File: config.mk
export PLATFORM = sky130hd
export DESIGN_NAME = div_issue_ctrl_flat
export DESIGN_NICKNAME = d
export VERILOG_FILES = /design/src/rtl/div_pkg.sv /design/src/rtl/div_issue_ctrl_if.sv /design/src/rtl/div_sign_fix.sv /design/src/rtl/div_issue_ctrl.sv /design/src/flat_wrapper.sv
export SDC_FILE = /design/constraint.sdc
export NUM_CORES = 1
export LEC_CHECK = 0
export ABC_AREA = 1
export ABC_CLOCK_PERIOD_IN_PS = 2400
export BUFFER_PORTS_ARGS = -buffer_cell sky130_fd_sc_hd__buf_2
export CAP_MARGIN = 0
export CORE_MARGIN = 1
export CORE_UTILIZATION = 54
export DETAILED_ROUTE_END_ITERATION = 8
export MAX_ROUTING_LAYER = met4
export PLACE_DENSITY = 0.84
export SYNTH_ARGS = -nofsm -noshare
export SYNTH_HDL_FRONTEND = slang
export SYNTH_SLANG_ARGS = --single-unit
File: constraint.sdc
create_clock -name clk -period 2.4 [get_ports clk]
set_clock_uncertainty 0.15 [all_clocks]
set_input_delay 0.12 -clock clk [delete_from_list [all_inputs] [get_ports clk]]
set_output_delay 0.12 -clock clk [all_outputs]
set_load 0.01 [all_outputs]
File: src/rtl/div_pkg.sv
// Shared types and constants for the divide issue controller.
package div_pkg;

    localparam int unsigned XLEN = 32;

    localparam logic [2:0] F3_DIV  = 3'b100;
    localparam logic [2:0] F3_DIVU = 3'b101;
    localparam logic [2:0] F3_REM  = 3'b110;
    localparam logic [2:0] F3_REMU = 3'b111;

    localparam logic [XLEN-1:0] INT_MIN = {1'b1, {(XLEN-1){1'b0}}};
    localparam logic [XLEN-1:0] ALL_ONES = {XLEN{1'b1}};

    typedef enum logic [2:0] {
        IDLE,
        ISSUE,
        WAIT,
        DONE,
        DRAIN
    } div_state_t;

    // Per-instruction context captured at issue, used for post-correction.
    typedef struct packed {
        logic signed_op;
        logic rem_op;
        logic neg_q;
        logic neg_r;
    } div_ctx_t;

    // Two's-complement magnitude; INT_MIN maps to itself, which is correct as unsigned.
    function automatic logic [XLEN-1:0] abs_val(input logic [XLEN-1:0] x, input logic is_signed);
        return (is_signed && x[XLEN-1]) ? (~x + 1'b1) : x;
    endfunction

endpackage

File: src/rtl/div_issue_ctrl_if.sv
// AXI-stream channels between the issue controller and the unsigned divider core.
interface div_issue_ctrl_if import div_pkg::*; ();

    logic                dividend_tvalid;
    logic [XLEN-1:0]     dividend_tdata;
    logic                dividend_tready;
    logic                divisor_tvalid;
    logic [XLEN-1:0]     divisor_tdata;
    logic                divisor_tready;
    logic                dout_tvalid;
    logic [2*XLEN-1:0]   dout_tdata;

    modport master (
        output dividend_tvalid, dividend_tdata,
        input  dividend_tready,
        output divisor_tvalid, divisor_tdata,
        input  divisor_tready,
        input  dout_tvalid, dout_tdata
    );

    modport slave (
        input  dividend_tvalid, dividend_tdata,
        output dividend_tready,
        input  divisor_tvalid, divisor_tdata,
        output divisor_tready,
        output dout_tvalid, dout_tdata
    );

endinterface

File: src/rtl/div_sign_fix.sv
// Applies sign post-correction to the unsigned core result and selects quotient or remainder.
module div_sign_fix import div_pkg::*; (
    input  logic [2*XLEN-1:0] dout,
    input  div_ctx_t          ctx,
    output logic [XLEN-1:0]   result_c
);

    logic [XLEN-1:0] q;
    logic [XLEN-1:0] r;
    logic [XLEN-1:0] q_fix;
    logic [XLEN-1:0] r_fix;

    // Negate quotient/remainder when the signed operands call for it.
    always_comb begin
        q        = dout[2*XLEN-1:XLEN];
        r        = dout[XLEN-1:0];
        q_fix    = (ctx.signed_op && ctx.neg_q) ? (~q + 1'b1) : q;
        r_fix    = (ctx.signed_op && ctx.neg_r) ? (~r + 1'b1) : r;
        result_c = ctx.rem_op ? r_fix : q_fix;
    end

endmodule

File: src/rtl/div_issue_ctrl.sv
// Issues DIV/DIVU/REM/REMU from EX onto a shared unsigned divider core, owns the EX stall.
module div_issue_ctrl import div_pkg::*; (
    input  logic            clk,
    input  logic            reset_n,
    input  logic            req_valid,
    input  logic [2:0]      funct3,
    input  logic [XLEN-1:0] rs1_val,
    input  logic [XLEN-1:0] rs2_val,
    input  logic            flush,
    output logic            stall,
    output logic [XLEN-1:0] result,
    output logic            result_valid,
    div_issue_ctrl_if.master core
);

    div_state_t      state_q, state_d;
    div_ctx_t        ctx_q, ctx_d;
    logic [XLEN-1:0] result_q, result_d;
    logic            dvd_tvalid_q, dvd_tvalid_d;
    logic            dvs_tvalid_q, dvs_tvalid_d;
    logic [XLEN-1:0] dvd_tdata_q, dvd_tdata_d;
    logic [XLEN-1:0] dvs_tdata_q, dvs_tdata_d;
    logic            kill_q, kill_d;

    logic            req_div;
    div_ctx_t        req_ctx;
    logic            dvd_ok;
    logic            dvs_ok;
    logic [XLEN-1:0] fix_result;

    div_sign_fix u_sign_fix (
        .dout     (core.dout_tdata),
        .ctx      (ctx_q),
        .result_c (fix_result)
    );

    // State and datapath registers.
    always_ff @(posedge clk or negedge reset_n) begin
        if (!reset_n) begin
            state_q      <= IDLE;
            ctx_q        <= '0;
            result_q     <= '0;
            dvd_tvalid_q <= 1'b0;
            dvs_tvalid_q <= 1'b0;
            dvd_tdata_q  <= '0;
            dvs_tdata_q  <= '0;
            kill_q       <= 1'b0;
        end else begin
            state_q      <= state_d;
            ctx_q        <= ctx_d;
            result_q     <= result_d;
            dvd_tvalid_q <= dvd_tvalid_d;
            dvs_tvalid_q <= dvs_tvalid_d;
            dvd_tdata_q  <= dvd_tdata_d;
            dvs_tdata_q  <= dvs_tdata_d;
            kill_q       <= kill_d;
        end
    end

    // Next-state, handshake and result selection.
    always_comb begin
        state_d      = state_q;
        ctx_d        = ctx_q;
        result_d     = result_q;
        dvd_tvalid_d = dvd_tvalid_q;
        dvs_tvalid_d = dvs_tvalid_q;
        dvd_tdata_d  = dvd_tdata_q;
        dvs_tdata_d  = dvs_tdata_q;
        kill_d       = kill_q;

        // Non-divide M-ext encodings are never ours.
        req_div           = req_valid && funct3[2];
        req_ctx.signed_op = !funct3[0];
        req_ctx.rem_op    = funct3[1];
        req_ctx.neg_q     = !funct3[0] && (rs1_val[XLEN-1] ^ rs2_val[XLEN-1]);
        req_ctx.neg_r     = !funct3[0] && rs1_val[XLEN-1];

        // A channel counts as accepted once its tvalid has dropped or it handshakes now.
        dvd_ok = !dvd_tvalid_q || core.dividend_tready;
        dvs_ok = !dvs_tvalid_q || core.divisor_tready;

        unique case (state_q)
            IDLE: begin
                if (req_div && !flush) begin
                    ctx_d  = req_ctx;
                    kill_d = 1'b0;
                    if (rs2_val == '0) begin
                        result_d = req_ctx.rem_op ? rs1_val : ALL_ONES;
                        state_d  = DONE;
                    end else if (req_ctx.signed_op && rs1_val == INT_MIN && rs2_val == ALL_ONES) begin
                        result_d = req_ctx.rem_op ? '0 : INT_MIN;
                        state_d  = DONE;
                    end else begin
                        dvd_tdata_d  = abs_val(rs1_val, req_ctx.signed_op);
                        dvs_tdata_d  = abs_val(rs2_val, req_ctx.signed_op);
                        dvd_tvalid_d = 1'b1;
                        dvs_tvalid_d = 1'b1;
                        state_d      = ISSUE;
                    end
                end
            end
            ISSUE: begin
                // tvalid is never withdrawn; a flush is remembered and drained later.
                if (flush) begin
                    kill_d = 1'b1;
                end
                if (dvd_tvalid_q && core.dividend_tready) begin
                    dvd_tvalid_d = 1'b0;
                end
                if (dvs_tvalid_q && core.divisor_tready) begin
                    dvs_tvalid_d = 1'b0;
                end
                if (dvd_ok && dvs_ok) begin
                    state_d = (kill_q || flush) ? DRAIN : WAIT;
                end
            end
            WAIT: begin
                if (flush) begin
                    // Output arriving in the flush cycle is already the one to discard.
                    state_d = core.dout_tvalid ? IDLE : DRAIN;
                end else if (core.dout_tvalid) begin
                    result_d = fix_result;
                    state_d  = DONE;
                end
            end
            DONE: begin
                state_d = IDLE;
            end
            DRAIN: begin
                if (core.dout_tvalid) begin
                    state_d = IDLE;
                end
            end
            default: begin
                state_d = IDLE;
            end
        endcase
    end

    assign stall = reset_n && !flush &&
                   ((state_q == IDLE && req_div) || state_q == ISSUE ||
                    state_q == WAIT || (state_q == DRAIN && req_div));

    assign result_valid         = (state_q == DONE) && !flush;
    assign result               = result_q;
    assign core.dividend_tvalid = dvd_tvalid_q;
    assign core.dividend_tdata  = dvd_tdata_q;
    assign core.divisor_tvalid  = dvs_tvalid_q;
    assign core.divisor_tdata   = dvs_tdata_q;

endmodule

File: src/flat_wrapper.sv
// flat-port wrapper written by rule: the top's interface ports become plain ports
module div_issue_ctrl_flat import div_pkg::*;
  (clk, reset_n, req_valid, funct3, rs1_val, rs2_val, flush, stall, result, result_valid, core_dividend_tvalid, core_dividend_tdata, core_dividend_tready, core_divisor_tvalid, core_divisor_tdata, core_divisor_tready, core_dout_tvalid, core_dout_tdata);
  div_issue_ctrl_if core_i ();
  input  logic clk;
  input  logic reset_n;
  input  logic req_valid;
  input  logic [2:0] funct3;
  input  logic [XLEN-1:0] rs1_val;
  input  logic [XLEN-1:0] rs2_val;
  input  logic flush;
  output logic stall;
  output logic [XLEN-1:0] result;
  output logic result_valid;
  output wire logic [$bits(core_i.dividend_tvalid)-1:0] core_dividend_tvalid;
  output wire logic [$bits(core_i.dividend_tdata)-1:0] core_dividend_tdata;
  input wire logic [$bits(core_i.dividend_tready)-1:0] core_dividend_tready;
  output wire logic [$bits(core_i.divisor_tvalid)-1:0] core_divisor_tvalid;
  output wire logic [$bits(core_i.divisor_tdata)-1:0] core_divisor_tdata;
  input wire logic [$bits(core_i.divisor_tready)-1:0] core_divisor_tready;
  input wire logic [$bits(core_i.dout_tvalid)-1:0] core_dout_tvalid;
  input wire logic [$bits(core_i.dout_tdata)-1:0] core_dout_tdata;
  assign core_dividend_tvalid = core_i.dividend_tvalid;
  assign core_dividend_tdata = core_i.dividend_tdata;
  assign core_i.dividend_tready = core_dividend_tready;
  assign core_divisor_tvalid = core_i.divisor_tvalid;
  assign core_divisor_tdata = core_i.divisor_tdata;
  assign core_i.divisor_tready = core_divisor_tready;
  assign core_i.dout_tvalid = core_dout_tvalid;
  assign core_i.dout_tdata = core_dout_tdata;
  div_issue_ctrl u_core (.clk(clk), .reset_n(reset_n), .req_valid(req_valid), .funct3(funct3), .rs1_val(rs1_val), .rs2_val(rs2_val), .flush(flush), .stall(stall), .result(result), .result_valid(result_valid), .core(core_i));
endmodule
==> impl_summary.txt <==
----------------------------------------------------
[Status]
  Result of the run ... completed

[Critical path]
  Category of cells accounting for the largest share of critical-path delay ... buffers and inverters
  Crit path required time ... 2.56 ns
  Cell breakdown of the critical path ... nor2_1, nand2_1, inv_2, a31oi_1, o32ai_1, dlygate4sd3_1
  Maximum fanout along the worst path ... 20
  Cell depth of the worst flop-to-flop path ... 6
  Sort of element at the start of the critical path ... register
  Critical register-to-register path endpoint ... u_core.state_q[2]
  Type of the worst setup path ... reg2reg
  CP peak stage delay ... 0.58 ns
  Type of element capturing the critical path ... register
  Buf/Inv on CP ... 2
  Register-to-register setup slack ... 0.10 ns
  CP arrival ... 2.45 ns
  Startpoint of the worst-slack reg-to-reg timing path ... u_core.state_q[2]
  Slowest-stage cell, CP ... sky130_fd_sc_hd__dlygate4sd3_1
  Critical Path Stages ... 6

[Placement]
  Detail Placement HPWL ... 23,800 um
  Pre-CTS setup slack ... 0.261 ns
  Count of input and output buffers ... 237
  RD Place Congestion ... 0.973
  Post-DP Area ... 10,300 um2

[STA]
  Hold violation count in the final report ... 0
  Final setup violation count ... 0
  Summed negative setup slack over all endpoints ... 0 ns
  Final setup margin ... 0.103 ns
  Number of pins exceeding their max-slew limit in the final report ... 0
  Min cycle time layout ... 2.30 ns
  Relative slew slack ... 59.2%
  Max Fclk ... 435 MHz
  Worst Max-Slew Pin Slew ... 0.613 ns
  Final period util ... 95.7%
  Hold WS ... 0.00601 ns

[Drt]
  Average wire length per cell after detail routing ... 16.5 um
  Final Routed Wirelength ... 32,500 um
  Starting DRT DRC Count ... 1,098
  Count of vias placed by the detailed router ... 11,033
  DRT Pass-1 Iters ... 6
  Antenna viol nets, final ... 0
  Number of vias per cell after detailed routing ... 5.62
  Drt drc ... 0

[Global route]
  Aggregate global routing overflow ... 0
  Maximum number of pins on one net before global-route repair ... 107
  Initial antenna violation count ... 1
  Overall fraction of global-route tracks in use ... 38.5%
  Vias in the first global route ... 9,691
  Wire length of the first global-routing pass ... 49,200 um

[Clock network]
  Level count of the clock H-tree ... 3
  TritonCTS clock tree ... done
  Number of buffers created by CTS ... 9
  Number of clock sinks ... 106
  Source-to-sink clock delay at the later pin of the worst-skew pair ... 0.36 ns
  Number of buffers between clock root and the deepest sink ... 2
  Cell at the root of the clock tree ... sky130_fd_sc_hd__clkbuf_16
  Clock-pin slew of the registers on the worst-case setup and hold paths ... 0.09 ns

[Min path]
  Min-Delay Endpoint ... u_core.core.dividend_tdata[11]
  Source of the worst hold timing path ... rs1_val[11]
  Depth of the worst hold-timing path ... 3
  Worst Hold Class ... in2reg

[Yosys]
  Share of flip-flops with an asynchronous set or reset after synthesis ... 100%
  Primary FF master, synth ... sky130_fd_sc_hd__dfrtp_1
  Sequential element share of the synthesized area ... 29.6%
  Post-synth EDFFs ... 0
  Mean post-synth cell area ... 6.08 um2
  Number of cells produced by synthesis ... 1,473
  Nets in the synthesized netlist ... 1,616
  Top cell type's share of synthesized area ... 29.6%
  Synth area leader ... sky130_fd_sc_hd__dfrtp_1
  Top post-synthesis cells by area ... sky130_fd_sc_hd__dfrtp_1 (30%), sky130_fd_sc_hd__nand2_1 (21%), sky130_fd_sc_hd__nand3_1 (11%), sky130_fd_sc_hd__nor2_1 (7.1%), sky130_fd_sc_hd__inv_1 (6.2%)
  Synth warnings ... 0
  Most used standard cells in the synthesized netlist ... sky130_fd_sc_hd__nand2_1 (511), sky130_fd_sc_hd__nand3_1 (188), sky130_fd_sc_hd__nor2_1 (169)
  Number of storage elements in the synthesis netlist ... 106
  Mapped cell area ... 8960 um2
  Most instantiated library cell after synthesis ... sky130_fd_sc_hd__nand2_1
  Synth cell types ... 42

[Floorplan]
  Die Span X ... 131 um
  Core region area ... 16,100 um2
  Number of I/O pins ... 238
  Area of the die ... 17,100 um2
  Initial standard-cell utilization of the core ... 55.8%
  Cell Rows ... 46
  Die boundary height ... 131 um

[Layout]
  Share of layout cells above drive strength 1 ... 18.7%
  Finished layout cell area ... 11,200 um2
  Core occupancy in the finished layout ... 69.7%
  Layout area overhead ... 25.0%
  Number of nets at the end of the flow ... 1,885

[Flow run]
  MaxCap Viol Count ... 0

[Power]
  Total power divided by cell area ... 823 nW/um2
  Peak supply drop ... 0.679 mV
  Leakage power ... 0.00602 uW

----------------------------------------------------
-- layout make-up --
| class | count | area (um2) |
|---|---|---|
| flip-flops and latches | 106 | 2650 |
| well taps | 216 | 270 |
| inverters | 155 | 583 |
| multi-input cells | 1165 | 5480 |
| clock inverters | 7 | 80.1 |
| diodes | 1 | 2.50 |
| clock buffers | 9 | 225 |
| repair buffers | 305 | 1900 |
| fillers | 1430 | 4860 |
-- worst max-delay path by stage --
stage | end | startpoint
after floorplan | u_core.result[7] | u_core.state_q[1]
after global placement | u_core.result[26] | u_core.state_q[1]
after detailed placement | u_core.result[30] | u_core.state_q[1]
after CTS | u_core.core.dividend_tvalid | rs1_val[0]
after global routing | u_core.result[12] | rs2_val[0]
final | u_core.state_q[2] | u_core.state_q[2]
-- cell families after synthesis --
logic type,share of synthesized area [%]
AOI/OAI and AO/OA,9.86
xor gates and xnor gates,5.09
adders and majority gates,0.699
buffers and inverters,9.68
DFF,29.6
and+or+nand+nor,45.1
-- sequential cells by signal, summed over array words and instances, names as in the netlist --
register,count
u_core.core.divisor_tvalid,1
u_core.state_q,3
u_core.core.dividend_tdata,32
u_core.ctx_q,4
u_core.kill_q,1
u_core.core.dividend_tvalid,1
u_core.core.divisor_tdata,32
u_core.result,32
-- layer usage --
| metal | global-route usage, % | vias up | wire [um] |
|---|---|---|---|
| li1 | - | 5288 | - |
| met1 | 50.9 | 5003 | 13600 |
| met2 | 60.3 | 644 | 14800 |
| met3 | 5.54 | 98 | 2970 |
| met4 | 13.7 | 0 | 1110 |
| met5 | - | - | 0 |
-- placed cells by master (no fill, tap or decap), drive strengths merged, types with 5 or more instances in the layout --
master / Yosys / routed
a21oi: 19 / 19
buf: 28 / 261
clkbuf: 21 / 11
dfrtp: 106 / 106
dlygate4sd3: 0 / 42
ha: 5 / 5
inv: 154 / 157
nand2: 516 / 516
nand3: 193 / 195
nand3b: 6 / 6
nand4: 31 / 31
nor2: 184 / 184
nor3: 13 / 13
o211ai: 13 / 13
o21ai: 109 / 109
xnor2: 7 / 7
xor2: 45 / 45
-- tightest hold or removal path, cell delays in order --
cell and delay (ns):
sky130_fd_sc_hd__buf_2 0.12, sky130_fd_sc_hd__xor2_1 0.09, sky130_fd_sc_hd__o21ai_1 0.14
-- stage by stage --
step           power (uW)  std cells
2_1_floorplan        5760       1473
3_3_place_gp         7340       1895
3_5_place_dp         7430       1895
4_1_cts              9030       1953
5_1_grt              9930       1964
6_report             9220       1964
-- what timing repair did --
action                     4_1_cts  5_1_grt
hold endpoints to repair       146        0
gates resized for setup          0        9
hold buffers                    42        0
setup endpoints to repair        0       81
buffers inserted                 0        6
-- power breakdown --
part           switching (uW)  internal [uW]
combinational            2960           1750
clock                     791            744
sequential                466           2500
total                    4220           4990
No activity file was read; power rests on OpenSTA's default activity.
